<file path="src/rtl/cfo_comp.sv">
// cfo_comp: carrier-frequency-offset compensation stage.
// Latches a per-sample phase step on short-preamble detect, runs a
// wrapping phase accumulator and sends each sample with its phase to a
// shared rotator, forwarding the rotated results in request order.
// Ports:
//   clock, reset             : clock, async active-high reset
//   enable, clear            : global hold, end-of-packet pulse
//   sample_in(_strobe)       : I [31:16] / Q [15:0] input samples
//   short_preamble_detected  : detect pulse, phase_offset valid with it
//   rot_i/rot_q/rot_phase    : rotator request, strobed by rot_in_stb
//   rot_out(_stb)            : rotator result
//   sample_out(_strobe)      : corrected sample stream
//   locked, overflow         : in TRACK, sticky outstanding error
module cfo_comp #(
  parameter int PI              = 1608,
  parameter int MAX_OUTSTANDING = 15
) (
  input  logic        clock,
  input  logic        reset,
  input  logic        enable,
  input  logic        clear,
  input  logic [31:0] sample_in,
  input  logic        sample_in_strobe,
  input  logic        short_preamble_detected,
  input  logic [31:0] phase_offset,
  output logic [15:0] rot_i,
  output logic [15:0] rot_q,
  output logic [31:0] rot_phase,
  output logic        rot_in_stb,
  input  logic [31:0] rot_out,
  input  logic        rot_out_stb,
  output logic [31:0] sample_out,
  output logic        sample_out_strobe,
  output logic        locked,
  output logic        overflow
);

  localparam int PW = $clog2(MAX_OUTSTANDING + 2);
  localparam logic [PW-1:0] PMAX = PW'(MAX_OUTSTANDING + 1);

  localparam logic signed [31:0] LIM    = 32'(PI - 1);
  localparam logic signed [32:0] PI33   = 33'(PI);
  localparam logic signed [32:0] NPI33  = -33'(PI);
  localparam logic signed [32:0] TPI33  = 33'(2 * PI);

  typedef enum logic {
    S_IDLE,
    S_TRACK
  } state_t;

  state_t r_state;
  state_t w_next;

  logic signed [31:0] r_acc;
  logic signed [31:0] r_inc;
  logic [PW-1:0]      r_pend;

  logic signed [31:0] w_off;
  logic signed [31:0] w_clamp;
  logic signed [32:0] w_sum;
  logic signed [31:0] w_wrap;
  logic               w_in;
  logic               w_up;
  logic               w_dn;
  logic               w_det;
  logic               w_clr;

  assign w_in  = enable & sample_in_strobe;
  assign w_up  = w_in;
  assign w_dn  = enable & rot_out_stb;
  assign w_clr = enable & clear;
  // clear beats a same-cycle detection
  assign w_det = enable & short_preamble_detected & ~clear;

  assign w_off = $signed(phase_offset);

  always_comb begin
    w_clamp = w_off;
    if (w_off > LIM) begin
      w_clamp = LIM;
    end else if (w_off < -LIM) begin
      w_clamp = -LIM;
    end
  end

  // sum taken one bit wider so acc + inc cannot overflow before wrapping
  assign w_sum = {r_acc[31], r_acc} + {r_inc[31], r_inc};

  always_comb begin
    w_wrap = 32'(w_sum);
    if (w_sum >= PI33) begin
      w_wrap = 32'(w_sum - TPI33);
    end else if (w_sum < NPI33) begin
      w_wrap = 32'(w_sum + TPI33);
    end
  end

  // state register
  always_ff @(posedge clock or posedge reset) begin
    if (reset) begin
      r_state <= S_IDLE;
    end else begin
      r_state <= w_next;
    end
  end

  // next-state logic
  always_comb begin
    w_next = r_state;
    unique case (r_state)
      S_IDLE:  if (w_det) w_next = S_TRACK;
      S_TRACK: if (w_clr) w_next = S_IDLE;
      default: w_next = S_IDLE;
    endcase
  end

  // state outputs
  always_comb begin
    locked = 1'b0;
    if (r_state == S_TRACK) begin
      locked = 1'b1;
    end
  end

  // phase step and accumulator
  always_ff @(posedge clock or posedge reset) begin
    if (reset) begin
      r_acc <= '0;
      r_inc <= '0;
    end else if (enable) begin
      if (r_state == S_IDLE) begin
        if (w_det) begin
          r_inc <= w_clamp;
          r_acc <= '0;
        end
      end else begin
        if (clear) begin
          r_acc <= '0;
          r_inc <= '0;
        end else if (sample_in_strobe) begin
          r_acc <= w_wrap;
        end
      end
    end
  end

  // rotator request; IDLE sends phase 0 so latency is state-independent
  always_ff @(posedge clock or posedge reset) begin
    if (reset) begin
      rot_i      <= '0;
      rot_q      <= '0;
      rot_phase  <= '0;
      rot_in_stb <= 1'b0;
    end else begin
      rot_in_stb <= w_in;
      if (w_in) begin
        rot_i     <= sample_in[31:16];
        rot_q     <= sample_in[15:0];
        rot_phase <= (r_state == S_TRACK) ? r_acc : '0;
      end
    end
  end

  // result forwarding
  always_ff @(posedge clock or posedge reset) begin
    if (reset) begin
      sample_out        <= '0;
      sample_out_strobe <= 1'b0;
    end else begin
      sample_out_strobe <= w_dn;
      if (w_dn) begin
        sample_out <= rot_out;
      end
    end
  end

  // outstanding requests, counted when the request is issued
  always_ff @(posedge clock or posedge reset) begin
    if (reset) begin
      r_pend   <= '0;
      overflow <= 1'b0;
    end else begin
      unique case ({w_up, w_dn})
        2'b10: begin
          if (r_pend == PMAX) begin
            overflow <= 1'b1;
          end else begin
            r_pend <= r_pend + 1'b1;
            if (r_pend + 1'b1 == PMAX) begin
              overflow <= 1'b1;
            end
          end
        end
        2'b01: begin
          if (r_pend == '0) begin
            overflow <= 1'b1;
          end else begin
            r_pend <= r_pend - 1'b1;
          end
        end
        default: r_pend <= r_pend;
      endcase
    end
  end

endmodule

</file>
<file path="config.mk">
export PLATFORM = sky130hd
export DESIGN_NAME = cfo_comp
export DESIGN_NICKNAME = d
export VERILOG_FILES = /design/src/rtl/cfo_comp.sv
export SDC_FILE = /design/constraint.sdc
export NUM_CORES = 1
export LEC_CHECK = 0
export ABC_AREA = 0
export BUFFER_PORTS_ARGS = -buffer_cell sky130_fd_sc_hd__buf_2
export CORE_MARGIN = 5
export CORE_UTILIZATION = 34
export CTS_CLUSTER_SIZE = 40
export DETAILED_ROUTE_END_ITERATION = 8
export GPL_ROUTABILITY_DRIVEN = 0
export GPL_TIMING_DRIVEN = 0
export PLACE_DENSITY = 0.57
export SKIP_LAST_GASP = 1
export SLEW_MARGIN = 10
export SYNTH_ARGS = -nofsm -noshare
export SYNTH_HDL_FRONTEND = slang
export SYNTH_SLANG_ARGS = --single-unit
</file>
<file path="constraint.sdc">
create_clock -name clock -period 13.7 [get_ports clock]
set_input_delay 2.055 -clock clock [delete_from_list [all_inputs] [get_ports clock]]
set_output_delay 2.055 -clock clock [all_outputs]
set_load 0.02 [all_outputs]
</file>
==> impl_metrics.env, run 1 <==
export IMPL_outcome="complete, no violations"
export IMPL_grt_setup_unrepaired="false"
export IMPL_setup_viol=0
export IMPL_avgSynthCellArea_um2=8.711
export IMPL_ctsResizeCount=0
export IMPL_drtIter0Drc=948
export IMPL_wirelength_um=32290
export IMPL_portBuffers=202
export IMPL_multi_input_area_mm2=0.005524
export IMPL_hold_buffers=0
export IMPL_min_path_type="reg2reg"
export IMPL_async_flop_share_pct=100.0
export IMPL_cts_root_buf="clkbuf_16"
export IMPL_grt_usage_pct=18.94
export IMPL_rrSetupSlack_ns=8.74
export IMPL_max_slew_margin_rel_pct=42.66
export IMPL_reg2reg_from="r_acc[0]"
export IMPL_die_height_um=182.2
export IMPL_wire_per_inst_um=18.12
export IMPL_pwr_density_cell_mw_per_mm2=161.0
export IMPL_die_width_um=182.2
export IMPL_grt_pass1_wl_um=50490
export IMPL_syn2layout_area_growth_pct=20.76
export IMPL_arrival_ns=5.25
export IMPL_ys_warn_count=0
export IMPL_r2r_end="r_acc[10]"
export IMPL_cp_required_ns=13.99
export IMPL_fin_cells=1782
export IMPL_grt_pass1_vias=9100
export IMPL_dp_cells=1750
export IMPL_grt_max_degree=115
export IMPL_cap_violations=0
export IMPL_tns_ns=0
export IMPL_cts_tree="yes"
export IMPL_ys_flop_type="dfrtp_1"
export IMPL_antenna_found_initial=0
export IMPL_cts_buffers=17
export IMPL_rows=63
export IMPL_seq_area_mm2=0.004229
export IMPL_clockBufferDepth=2
export IMPL_cts_sinks=169
export IMPL_routed_via_density=5.378
export IMPL_fin_nets=1523
export IMPL_h_tree_depth=4
export IMPL_fillers=2985
export IMPL_start_kind="register"
export IMPL_syn_nets=1301
export IMPL_vias=9583
export IMPL_post_cts_buffers=0
export IMPL_insertion_delay_ns=0.44
export IMPL_drc=0
export IMPL_tightest_slew_ns=0.8549
export IMPL_antenna_left=0
export IMPL_syn_inst=1157
export IMPL_synth_distinct_cells=81
export IMPL_worstPathMaxFanout=10
export IMPL_synth_edf_count=0
export IMPL_finalHoldViolations=0
export IMPL_clkTransAtPathRegs_ns=0.06
export IMPL_syn_area_mm2=0.01008
export IMPL_drt_pre_antenna_iters=5
export IMPL_dp_hpwl_um=25630
export IMPL_ys_seq_area_share_pct=41.96
export IMPL_worst_setup_path_type="reg2reg"
export IMPL_critPathLaunch="r_acc[0]"
export IMPL_end_kind="register"
export IMPL_r2r_cells=14
export IMPL_most_common_layout_cells="nand2_1, buf_2, dfrtp_1"
export IMPL_cp_endpoint="r_acc[10]"
export IMPL_core_mm2=0.02948
export IMPL_min_period_ns=4.955
export IMPL_finClkSkew_ns=0.01366
export IMPL_drive_above_1_share_pct=21.19
export IMPL_synth_seq_cells=169
export IMPL_slew_viol_final=0
export IMPL_fmax_mhz=201.8
export IMPL_die_area_mm2=0.03319
export IMPL_ir_drop_v=0.0001157
export IMPL_grt_overflow_total=0
export IMPL_leakage_nw=5.823
export IMPL_start_util_pct=34.19
export IMPL_n_antenna_cell=0
export IMPL_ioPinCount=203
export IMPL_mostFrequentLayoutCell="nand2_1"
export IMPL_period_share_pct=36.17
## final cells by class
cell class              count  area share (%)
plain buffers              59           2.025
clock buffers              22           3.896
clock inverters            10          0.6888
inverters                  21          0.7094
multi-input cells         908           45.39
flip-flops and latches    169           34.75
well taps                 390           4.009
repair buffers            203           8.533
## report_power, final
group          internal, mW  total (mW)  switching (mW)
clock                 0.250       0.459           0.209
sequential            0.580       0.659          0.0797
combinational         0.312       0.841           0.529
## logic make-up (layout without fill, tap and decap cells)
logic type / count (synthesis) / count (layout) / synth area share [%]
AOI/OAI and AO/OA: 277 / 277 / 18.83
xor gates and xnor gates: 40 / 40 / 3.476
adders and majority gates: 41 / 41 / 5.165
buffers and inverters: 80 / 315 / 3.228
DFF: 169 / 169 / 41.96
muxes: 37 / 37 / 4.084
and+or+nand+nor: 513 / 513 / 23.25
## registers in the layout, indices dropped and copies added (netlist names)
register / count
rot_phase: 32
r_inc: 32
rot_in_stb: 1
rot_i: 16
overflow: 1
r_pend: 5
r_acc: 32
sample_out: 32
sample_out_strobe: 1
r_state: 1
rot_q: 16
## worst min-delay path by stage
stage	to	from	slack, ns	depth (start not counted)
2_1_floorplan	r_inc[11]	r_inc[11]	0.45	2
3_3_place_gp	rot_phase[25]	rot_phase[25]	0.45	2
3_5_place_dp	rot_phase[9]	rot_phase[9]	0.45	2
4_1_cts	rot_phase[10]	rot_phase[10]	0.47	2
5_1_grt	rot_phase[24]	rot_phase[24]	0.48	2
6_report	rot_phase[15]	rot_phase[15]	0.46	2
## per-layer routing
layer	track usage [%]	vias up	wire length, um
li1	-	4624	-
met1	26.25	4550	14690
met2	30.26	372	14660
met3	3.747	37	2312
met4	5.374	0	631
met5	0	-	0
## critical path, stage by stage (launching register included)
cell,delay [ns]
dfrtp_1,0.40
ha_1,0.27
fa_1,0.42
a211oi_1,0.41
o21ai_1,0.29
a22oi_1,0.42
a21oi_1,0.21
o21ai_0,0.27
xor2_1,0.66
nor3_1,0.13
nand4_1,0.14
clkbuf_1,0.47
nand3_1,0.18
a21boi_0,0.17
o41ai_1,0.35
## cells in the mapped netlist, types with 11 or more instances
master | instances | area (um2)
a22o_1 | 11 | 96.34
nor3_1 | 18 | 90.09
clkbuf_1 | 39 | 146.4
ha_1 | 40 | 500.5
a21oi_1 | 51 | 255.2
o21ai_0 | 74 | 370.4
and3_1 | 13 | 81.33
xnor2_1 | 22 | 192.7
and2_1 | 17 | 106.4
a31oi_1 | 14 | 87.58
nand3_1 | 57 | 285.3
dfrtp_1 | 169 | 4229
inv_1 | 20 | 75.07
mux2_2 | 33 | 371.6
nand2_1 | 263 | 987.2
xor2_1 | 18 | 157.7
nand4_1 | 18 | 112.6
or3_1 | 12 | 75.07
nor2_1 | 69 | 259.0
## through the flow
stage	power, mW	setup slack [ns]	cell area [um2]	hold slack, ns	util (%)
final	1.959	8.745	12170	0.4627	41.28
after CTS	1.963	8.808	12170	0.4681	41.28
after global placement	1.484	5.014	11580	0.4483	39.27
after floorplan	1.245	7.070	10080	0.4538	-
after global routing	2.081	8.471	12170	0.4828	41.28
after detailed placement	1.498	8.870	11610	0.4510	39.39
No activity file was read; power rests on OpenSTA's default activity.
==> inputs of run 2 (changes only) <==
Clock period 13.7 ns to 4.82 ns, I/O delays scaled along.
==> run 2 against run 1 <==
  * Core utilization is 0.56 points higher
  * Sequential cell count did not move
  * First-iteration DRC count is 25% lower
  * Count of clock-buffer cells in the layout decreased by 4
  * Hold slack lost 0.12 ns
  * Sequential share of layout area shrank 0.47 points
  * Fmax is 5.9% higher
  * Final area rose by 1.4%
  * Critical path type unchanged
==> impl_metrics.env, run 2 (synthesized netlist as in run 1, its figures left out) <==
export IMPL_fin_nets=1527
export IMPL_grt_pass1_vias=9127
export IMPL_cp_endpoint="r_acc[5]"
export IMPL_drt_pre_antenna_iters=5
export IMPL_grt_max_degree=38
export IMPL_outcome="complete, no violations"
export IMPL_max_stage_delay_ns=0.71
export IMPL_cts_root_buf="clkbuf_16"
export IMPL_cap_violations=0
export IMPL_hold_buffers=0
export IMPL_ioPinCount=203
export IMPL_slew_viol_final=0
export IMPL_clkTransAtPathRegs_ns=0.07
export IMPL_p_sw_mw=2.358
export IMPL_leakage_nw=5.898
export IMPL_min_period_ns=4.681
export IMPL_portBuffers=202
export IMPL_cts_buffers=17
export IMPL_dp_cells=1754
export IMPL_critPathBufInv=1
export IMPL_cts_tree="yes"
export IMPL_antenna_left=0
export IMPL_cp_slowest_cell="a211oi_1"
export IMPL_dp_hpwl_um=25900
export IMPL_syn2layout_area_growth_pct=22.40
export IMPL_r2r_cells=13
export IMPL_critPathLaunch="r_acc[3]"
export IMPL_finalHoldViolations=0
export IMPL_h_tree_depth=4
export IMPL_grt_usage_pct=18.86
export IMPL_antenna_found_initial=0
export IMPL_core_mm2=0.02948
export IMPL_crit_cells=13
export IMPL_cp_common_cell="a211oi_1"
export IMPL_die_width_um=182.2
export IMPL_vias=9594
export IMPL_tns_ns=0
export IMPL_n_antenna_cell=0
export IMPL_drive_above_1_share_pct=22.06
export IMPL_internal_power_mw=3.347
export IMPL_grt_overflow_total=0
export IMPL_fin_cells=1786
export IMPL_start_kind="register"
export IMPL_fmax_mhz=213.6
export IMPL_min_path_type="in2async"
export IMPL_seqPwrFrac_pct=32.8
export IMPL_mostFrequentLayoutCell="nand2_1"
export IMPL_finClkSkew_ns=0.01158
export IMPL_grt_setup_unrepaired="false"
export IMPL_crit_family="compound AO/OA/AOI/OAI gates"
export IMPL_rrSetupSlack_ns=0.14
export IMPL_cp_required_ns=5.15
export IMPL_worstPathMaxFanout=10
export IMPL_setup_viol=0
export IMPL_die_height_um=182.2
export IMPL_start_util_pct=34.19
export IMPL_routed_via_density=5.372
export IMPL_wire_per_inst_um=17.90
export IMPL_crit_chain="ha_1 > o211ai_1 > o21ai_1 > a211oi_1 > a21o_1 > a211oi_1 > nand3_1 > nor4_1 > nand4_1 > clkbuf_1 > and2_1 > a211o_1 > a22o_1"
export IMPL_arrival_ns=5.01
export IMPL_worst_setup_path_type="reg2reg"
export IMPL_end_kind="register"
export IMPL_period_share_pct=97.11
export IMPL_ir_drop_v=0.0002877
export IMPL_die_area_mm2=0.03319
export IMPL_drc=0
export IMPL_cts_sinks=169
export IMPL_wirelength_um=31970
export IMPL_rows=63
export IMPL_clockBufferDepth=2
export IMPL_max_slew_margin_rel_pct=41.94
export IMPL_tightest_slew_ns=0.8642
export IMPL_pwr_density_cell_mw_per_mm2=462.5
export IMPL_swShare_pct=41.33
export IMPL_drtIter0Drc=710
export IMPL_grt_pass1_wl_um=50240
export IMPL_reg2reg_from="r_acc[3]"
export IMPL_most_common_layout_cells="nand2_1, buf_2, dfrtp_1"
export IMPL_insertion_delay_ns=0.44
export IMPL_p_clk_share_pct=24.6
export IMPL_r2r_end="r_acc[5]"
export IMPL_p_comb_share_pct=42.6
-- run 2: final cells by class --
type,instances,area (um2)
Buffer,59,246.5
Clock buffer,18,439.2
Clock inverter,14,156.4
Fill cell,3010,17150
Inverter,21,82.58
Multi-Input combinational cell,908,5575
Sequential cell,169,4229
Tap cell,390,488.0
Timing Repair Buffer,207,1119
-- run 2: worst register-to-register path, cell delays in order, from the launching register on --
cell and delay [ns]:
dfrtp_1 0.41, ha_1 0.38, o211ai_1 0.21, o21ai_1 0.57, a211oi_1 0.24, a21o_1 0.28
a211oi_1 0.71, nand3_1 0.25, nor4_1 0.31, nand4_1 0.17, clkbuf_1 0.31, and2_1 0.28
a211o_1 0.30, a22o_1 0.17
-- run 2: power by group through the flow --
stage	Combinational (mW)	Clock, mW	Sequential [mW]
finish	2.43	1.40	1.87
global route	2.67	1.51	1.90
CTS	2.40	1.44	1.87
detailed placement	2.37	0	1.90
global placement	2.33	0	1.89
floorplan	1.60	0	1.94
-- run 2: what timing repair did --
item,CTS,global route
gates resized for setup,4,4
setup endpoints to repair,7,28
setup buffers,0,0
-- run 2: metrics by stage --
stage	area, um2	hold slack (ns)	setup slack, ns	utilization [%]	power, mW
final	12340	0.3386	0.1394	41.84	5.706
after global routing	12340	0.3537	0.009757	41.84	6.079
after CTS	12310	0.3372	0.03628	41.76	5.715
after detailed placement	11690	0.4518	0.004876	39.65	4.263
after global placement	11580	0.4476	0.02291	39.28	4.218
after floorplan	10080	0.4538	0.9020	-	3.538
-- run 2: how the worst min path moves through the flow --
stage                     cells after the start             to
final                                         2       r_inc[1]
after global routing                          2       r_inc[1]
after CTS                                     2       r_inc[1]
after detailed placement                      2   rot_phase[1]
after global placement                        2  rot_phase[20]
after floorplan                               2      r_inc[11]
-- run 2: per-layer routing --
layer	track usage [%]	routed length, um	vias up	share of wire, %
li1	-	-	4627	-
met1	26.40	14720	4584	46
met2	29.37	14220	336	44
met3	3.867	2171	47	6.8
met4	6.094	853	0	2.7
met5	0	0	-	0
==> inputs of run 3 (changes only) <==
Settings changed: BUFFER_PORTS_ARGS -buffer_cell sky130_fd_sc_hd__buf_2 to -buffer_cell sky130_fd_sc_hd__clkbuf_2, PLACE_DENSITY 0.57 to not set.
==> run 3 against run 2 <==
  * Wire length rose by 0.54%
  * Final area fell by 0.41%
  * Sequential share of layout area rose by 0.14 points
  * Critical path type unchanged
==> impl_metrics.env, run 3 (synthesized netlist as in run 1, its figures left out) <==
export IMPL_min_path_type="in2async"
export IMPL_cts_sinks=169
export IMPL_wirelength_um=32140
export IMPL_routed_via_density=5.434
export IMPL_wire_per_inst_um=17.99
export IMPL_cts_buffers=17
export IMPL_cp_required_ns=5.14
export IMPL_antenna_left=0
export IMPL_grt_pass1_vias=9020
export IMPL_h_tree_depth=4
export IMPL_grt_usage_pct=18.88
export IMPL_final_util_pct=41.67
export IMPL_internal_power_mw=3.254
export IMPL_worst_setup_path_type="reg2reg"
export IMPL_arrival_ns=5.04
export IMPL_p_sw_mw=2.372
export IMPL_outcome="complete, no violations"
export IMPL_min_period_ns=4.725
export IMPL_ir_drop_v=0.0003415
export IMPL_cap_violations=0
export IMPL_p_comb_share_pct=43.3
export IMPL_multi_input_area_mm2=0.005563
export IMPL_grt_pass1_wl_um=50310
export IMPL_seqPwrFrac_pct=33.4
export IMPL_syn2layout_area_growth_pct=21.90
export IMPL_fillers=2998
export IMPL_ioPinCount=203
export IMPL_drive_above_1_share_pct=21.98
export IMPL_drtIter0Drc=813
export IMPL_tns_ns=0
export IMPL_fmax_mhz=211.6
export IMPL_seq_area_mm2=0.004229
export IMPL_fin_nets=1528
export IMPL_portBuffers=202
export IMPL_core_mm2=0.02948
export IMPL_finClkSkew_ns=0.009671
export IMPL_antenna_found_initial=0
export IMPL_period_share_pct=98.03
export IMPL_most_common_layout_cells="nand2_1, clkbuf_2, dfrtp_1"
export IMPL_rows=63
export IMPL_slew_viol_final=0
export IMPL_mostFrequentLayoutCell="nand2_1"
export IMPL_start_util_pct=34.19
export IMPL_fin_cells=1787
export IMPL_dp_cells=1754
export IMPL_grt_setup_unrepaired="false"
export IMPL_max_slew_margin_rel_pct=33.37
export IMPL_start_kind="register"
export IMPL_swShare_pct=42.17
export IMPL_hold_buffers=0
export IMPL_final_area_mm2=0.01229
export IMPL_cts_root_buf="clkbuf_16"
export IMPL_clkTransAtPathRegs_ns=0.07
export IMPL_setup_viol=0
export IMPL_die_area_mm2=0.03319
export IMPL_end_kind="register"
export IMPL_finalHoldViolations=0
export IMPL_clockBufferDepth=2
export IMPL_vias=9711
export IMPL_drt_pre_antenna_iters=6
export IMPL_die_height_um=182.2
export IMPL_grt_overflow_total=0
export IMPL_tightest_slew_ns=0.9918
export IMPL_placed_cell_area_mm2=0.01168
export IMPL_n_antenna_cell=0
export IMPL_insertion_delay_ns=0.43
export IMPL_leakage_nw=5.876
export IMPL_cts_tree="yes"
export IMPL_worstPathMaxFanout=9
export IMPL_drc=0
export IMPL_die_width_um=182.2
export IMPL_dp_hpwl_um=25800
export IMPL_p_clk_share_pct=23.3
export IMPL_grt_max_degree=38
export IMPL_pwr_density_cell_mw_per_mm2=457.9
-- run 3: cell count changes in the layout (fill, tap and decap cells not counted), moves of 2 or more --
cell | before | now
clkbuf_2 | 0 | 202
clkinv_4 | 0 | 3
inv_6 | 8 | 6
bufinv_16 | 2 | 0
buf_2 | 210 | 8
-- run 3: area by class of cell --
| cell class | instances | area share (%) |
|---|---|---|
| clock inverter | 13 | 0.8555 |
| sequential | 169 | 34.42 |
| timing repair buffer | 208 | 9.105 |
| tap | 390 | 3.972 |
| clock buffer | 19 | 3.687 |
| multi-input combinational | 908 | 45.28 |
| buffer | 59 | 2.006 |
| inverter | 21 | 0.6722 |
-- run 3: power groups by stage --
stage | clock [mW] | sequential [mW] | combinational, mW
4_1_cts | 1.35 | 1.87 | 2.37
3_3_place_gp | 0 | 1.89 | 2.31
5_1_grt | 1.41 | 1.90 | 2.67
2_1_floorplan | 0 | 1.94 | 1.60
3_5_place_dp | 0 | 1.90 | 2.36
6_report | 1.31 | 1.88 | 2.43
-- run 3: path summary, 6_finish.rpt --
path / cells past startpoint / endpoint / slack, ns / start
setup / recovery: 12 / r_acc[22] / 0.1 / r_inc[4]
hold / removal: 2 / sample_out[7] / 0.31 / reset
setup reg to reg: 12 / r_acc[22] / 0.1 / r_inc[4]
hold reg to reg: 2 / rot_phase[10] / 0.47 / rot_phase[10]
max in group asynchronous: 5 / rot_q[15] / 3.53 / reset
min in group clock: 2 / rot_phase[10] / 0.47 / rot_phase[10]
-- run 3: per-stage QoR --
stage          power (mW)  hold slack (ns)  setup slack (ns)
2_1_floorplan       3.538           0.4538            0.9020
3_3_place_gp        4.208           0.4523           0.05257
3_5_place_dp        4.257           0.4550           0.06811
4_1_cts             5.591           0.3011          0.007691
5_1_grt             5.987           0.3293          0.002567
6_report            5.626           0.3063           0.09518
-- run 3: critical path, cell delays in order (launching register included) --
cell      delay, ns
dfrtp_1        0.42
ha_1           0.36
o211ai_1       0.21
o21ai_1        0.60
a211oi_1       0.23
a21o_1         0.28
a211oi_1       0.73
nand3_1        0.27
or4_4          0.48
o31ai_4        0.49
o32a_1         0.26
xnor2_1        0.09
a22o_1         0.19
-- run 3: layer usage --
metal / wire [um] / global-route usage [%] / vias to the layer above
li1: - / - / 4623
met1: 14360 / 26.59 / 4646
met2: 14550 / 29.64 / 395
met3: 2505 / 3.747 / 47
met4: 723 / 5.434 / 0
met5: 0 / 0 / -
-- run 3: what timing repair did --
item                                    4_1_cts  5_1_grt
buffers inserted                              0        1
endpoints found under the setup margin        0       28
gates resized for setup                       0        6
